<file path="src/rtl/apb_regfile_slave.sv">
// APB slave: NUM_REGS RW registers plus a read-only write-count status word.
// Each access inserts WAIT_CYCLES wait states before a one-cycle PREADY pulse.
module apb_regfile_slave #(
  parameter int NUM_REGS    = 8,
  parameter int WAIT_CYCLES = 1,
  parameter int CNT_W       = 32
) (
  input  logic        PCLK,
  input  logic        PRESET,
  input  logic        PSEL,
  input  logic        PENABLE,
  input  logic        PWRITE,
  input  logic [31:0] PADDR,
  input  logic [31:0] PWDATA,
  output logic [31:0] PRDATA,
  output logic        PREADY,
  output logic        PSLVERR
);

  localparam logic [29:0] NR = 30'(NUM_REGS);
  localparam logic [3:0]  WC_LOAD = 4'(WAIT_CYCLES);

  typedef enum logic [1:0] {
    S_IDLE,
    S_WAIT,
    S_RESP
  } state_t;

  state_t             r_state;
  state_t             w_next;
  logic [3:0]         r_wc;
  logic               r_wr;
  logic [31:0]        r_addr;
  logic [31:0]        r_wdata;
  logic [31:0]        r_regs [NUM_REGS];
  logic [CNT_W-1:0]   r_wrcnt;

  logic               w_capture;
  logic               w_commit;
  logic [29:0]        w_idx;
  logic               w_is_reg;
  logic               w_is_stat;
  logic               w_err;
  logic [31:0]        w_status;
  logic [31:0]        w_rdata;

  always_comb begin
    w_next    = r_state;
    w_capture = 1'b0;
    w_commit  = 1'b0;
    case (r_state)
      S_IDLE: begin
        if (PSEL && PENABLE) begin
          w_capture = 1'b1;
          w_next    = S_WAIT;
        end
      end
      S_WAIT: begin
        if (!PSEL) begin
          w_next = S_IDLE;
        end else if (r_wc == 4'd0) begin
          w_commit = 1'b1;
          w_next   = S_RESP;
        end
      end
      S_RESP:  w_next = S_IDLE;
      default: w_next = S_IDLE;
    endcase
  end

  // Decode works only on captured bus values.
  always_comb begin
    w_idx     = r_addr[31:2];
    w_is_reg  = (w_idx < NR);
    w_is_stat = (w_idx == NR);
    w_err     = (r_addr[1:0] != 2'b00)
              || !(w_is_reg || w_is_stat)
              || (w_is_stat && r_wr);
    w_status  = '0;
    w_status[CNT_W-1:0] = r_wrcnt;
    w_rdata   = '0;
    if (w_is_stat) w_rdata = w_status;
    for (int i = 0; i < NUM_REGS; i++) begin
      if (w_idx == 30'(i)) w_rdata = r_regs[i];
    end
  end

  always_ff @(posedge PCLK or posedge PRESET) begin
    if (PRESET) begin
      r_state <= S_IDLE;
      r_wc    <= '0;
      r_wr    <= 1'b0;
      r_addr  <= '0;
      r_wdata <= '0;
      r_wrcnt <= '0;
      PRDATA  <= '0;
      PREADY  <= 1'b0;
      PSLVERR <= 1'b0;
    end else begin
      r_state <= w_next;
      PREADY  <= w_commit;
      PSLVERR <= w_commit && w_err;
      if (w_capture) begin
        r_wr    <= PWRITE;
        r_addr  <= PADDR;
        r_wdata <= PWDATA;
        r_wc    <= WC_LOAD;
      end else if (r_state == S_WAIT && r_wc != 4'd0) begin
        r_wc <= r_wc - 4'd1;
      end
      if (w_commit) begin
        if (w_err) begin
          PRDATA <= '0;
        end else if (r_wr) begin
          r_wrcnt <= r_wrcnt + CNT_W'(1);
        end else begin
          PRDATA <= w_rdata;
        end
      end
    end
  end

  always_ff @(posedge PCLK or posedge PRESET) begin
    if (PRESET) begin
      for (int i = 0; i < NUM_REGS; i++) r_regs[i] <= '0;
    end else if (w_commit && !w_err && r_wr) begin
      for (int i = 0; i < NUM_REGS; i++) begin
        if (w_idx == 30'(i)) r_regs[i] <= r_wdata;
      end
    end
  end

endmodule

</file>
<file path="config.mk">
export PLATFORM = sky130hd
export DESIGN_NAME = apb_regfile_slave
export DESIGN_NICKNAME = d
export VERILOG_FILES = /design/src/rtl/apb_regfile_slave.sv
export SDC_FILE = /design/constraint.sdc
export NUM_CORES = 1
export LEC_CHECK = 0
export CELL_PAD_IN_SITES_DETAIL_PLACEMENT = 1
export CELL_PAD_IN_SITES_GLOBAL_PLACEMENT = 2
export CORE_UTILIZATION = 25
export CTS_CLUSTER_SIZE = 10
export DETAILED_ROUTE_END_ITERATION = 8
export PLACE_DENSITY = 0.51
export SETUP_SLACK_MARGIN = 0.4
export SYNTH_ARGS = -nofsm -noshare
export SYNTH_HDL_FRONTEND = slang
export SYNTH_SLANG_ARGS = --single-unit
</file>
<file path="constraint.sdc">
create_clock -name PCLK -period 15.3 [get_ports PCLK]
set_input_delay 3.06 -clock PCLK [delete_from_list [all_inputs] [get_ports PCLK]]
set_output_delay 3.06 -clock PCLK [all_outputs]
set_load 0.01 [all_outputs]
</file>
==> reports/qor.yml <==
status:
  outcome: "finished clean"
routing:
  first_pass_iters: 5
  vias_per_cell: 4.706
  vias: 10840
  drt_wl_total_um: 51220
  dr.first_iter.drc_count: 549
  wl_met1_um: 22960
  dr_wl_met3_um: 1703
  drc: 0
  top_layer: "met4"
  antenna_left: 0
  post_drt_wl_per_cell_um: 22.24
  wl_met2_um: 25130
finish:
  layout-drive-gt1-share: 0.3389
  layout_common_cells: "391 x dfrtp_1, 291 x mux2_2, 102 x clkdlybuf4s50_1, 66 x o21ai_0, 49 x clkbuf_16"
  mostFrequentLayoutCell: "dfrtp_1"
  nets: 1413
  syn_to_final_growth_pct: 20.68
  stdcell_count: 2303
  antenna_cells: 0
clocking:
  numCtsBuffers: 49
  cts_root_buf: "clkbuf_16"
  cts_sinks: 393
  htreeDepth: 2
  clk_path_buf_depth: 3
  clkLatencyLatePin_ns: 0.59
  cts_hold_buf: 0
  cts_tree: "done"
  cts.repair.resized: 0
  clk_pin_slew_worst_paths_ns: 0.05
  post-cts-setup-buffer-count: 0
synthesis:
  synth_cell_type_count: 57
  syn_avg_cell_area_um2: 13.94
  synth_area_leader_cell: "dfrtp_1"
  ys.flop_type: "dfrtp_1"
  synth-edff-count: 0
  async_flop_share: 1.000
  syn_inst: 1246
  synth_seq_cells: 393
  netlist_area_um2: 17370
  synth_top_area_frac: 0.5663
  yosysWarnings: 0
  synth_area_leaders: "dfrtp_1 57%, mux2_2 19%, mux4_2 4.4%"
  synth_nets: 1317
  ys_seq_area_frac: 0.5663
pwr:
  p_per_area_nw_per_um2: 129.3
  p_leak_nw: 9.525
  ir_drop_mv: 0.06564
worst_setup_path:
  crit_fanout: 19
  cp_data_arrival_time_ns: 6.23
  r2r_start: "r_addr[25]$_DFFE_PP0P_"
  r2r_slack_ns: 11.05
  cp-end-kind: "flop"
  cp-start-kind: "input pin"
  critPathLaunch: "PSEL"
  crit_type: "in -> reg"
  ff2ff_path_depth: 7
  cp.required_ns: 15.77
placed_design:
  port_buffers: 102
  gp_congestion: 0.6884
  dp_hpwl_um: 30050
  dp_cells: 2222
floorplan:
  dieWidth_um: 265.6
  initial_utilization: 0.2528
  die_area_um2: 70520
  coreArea_um2: 68710
  ioPinCount: 103
  die_y_um: 265.6
  fp-row-count: 96
timing:
  fin_setup_tns_ns: 0
  fin_skew_ns: 0.01539
  fin_crit_sh: 0.3767
  hold_viol: 0
  worst_slew_pin_slew_ns: 1.112
  max_clock_freq_mhz: 173.5
  whs_ns: 0.4833
  setup_viol: 0
  finalMaxSlewViolations: 0
  slew_headroom: 0.2548
  rsz0062_at_grt: "false"
  period_needed_ns: 5.764
grt:
  antenna_found_initial: 1
  grt_use_total: 0.1494
  grt_pass1_wl_um: 79350
  grt_pass1_vias: 12120
  overflow: 0
  grt_max_degree: 89
job:
  maxCapViolCount: 0
min_path:
  min_path_type: "reg -> reg"
  hold_path_depth: 1
  hp-start: "r_wrcnt[31]$_DFFE_PP0P_"
[kinds of logic after synthesis]
group / after synthesis / share of synthesized area
DFF: 393 / 0.5663
AOI/OAI and AO/OA: 141 / 0.05317
muxes: 384 / 0.2756
and+or+nand+nor: 207 / 0.06405
buffers and inverters: 85 / 0.02226
adders and majority gates: 2 / 0.001441
xor gates and xnor gates: 34 / 0.01715
[worst max-delay path, stage by stage]
cell and delay [ns]:
clkdlybuf4s50_1 0.51, and3b_1 0.21, nand4_1 0.18, nor3_4 0.38, nand4b_1 0.92, buf_4 0.62, mux2_2 0.32
[state kept, by name, indices dropped and copies added (netlist names)]
register and count:
r_regs 256, PRDATA 32, r_addr 32, r_wdata 32, r_wrcnt 32, r_wc 4, r_state 2, PREADY 1
PSLVERR 1, r_wr 1
[cells in the mapped netlist (8+ instances only)]
master	instances
mux2i_1	26
xnor2_1	18
xor2_1	16
a21oi_1	24
nand2_1	44
mux2_4	30
and3_1	9
buf_2	27
mux2_2	291
mux4_2	34
dfrtp_1	393
clkbuf_1	38
nand3_1	16
nor2_1	51
or3_1	24
o21ai_0	66
a222oi_1	28
nand2b_1	8
nand4_1	12
[through the flow]
| step | area [um2] | setup WS [ns] | util | power [W] |
|---|---|---|---|---|
| floorplan | 17370 | 1.314 | - | 0.001443 |
| global placement | 19420 | 8.859 | 0.2827 | 0.001612 |
| detailed placement | 19420 | 8.817 | 0.2827 | 0.001617 |
| CTS | 20960 | 9.433 | 0.3050 | 0.002776 |
| global route | 20960 | 9.251 | 0.3050 | 0.002848 |
| finish | 20960 | 9.536 | 0.3050 | 0.002710 |
[area by class of cell]
| cell class | instances | area [um2] |
|---|---|---|
| fillers | 7321 | 47750 |
| clock buffers | 74 | 1400 |
| flip-flops and latches | 393 | 9842 |
| clock inverters | 7 | 132.6 |
| multi-input cells | 768 | 7206 |
| well taps | 931 | 1165 |
| repair buffers | 123 | 1179 |
| inverters | 7 | 33.78 |
[worst paths after layout]
kind / endpoint
worst max-delay path: r_regs[50]$_DFFE_PP0P_
worst min-delay path: r_wrcnt[31]$_DFFE_PP0P_
worst max register to register: r_regs[50]$_DFFE_PP0P_
worst min register to register: r_wrcnt[31]$_DFFE_PP0P_
max in group asynchronous: r_regs[114]$_DFFE_PP0P_
min in group asynchronous: r_wdata[1]$_DFFE_PP0P_
[per-layer routing]
layer	track usage	vias up
li1	-	4768
met1	0.1946	5816
met2	0.2518	174
met3	0.02268	79
met4	0.05062	0
met5	0	-
[power breakdown]
part | switching [W] | total, W | internal, W | leakage (nW)
logic | 0.000184 | 0.000334 | 0.000150 | 3.45
clock network | 0.000450 | 0.00113 | 0.000677 | 0.747
registers | 0.000144 | 0.00125 | 0.00111 | 5.33
Power figures use the tool's default switching activity.
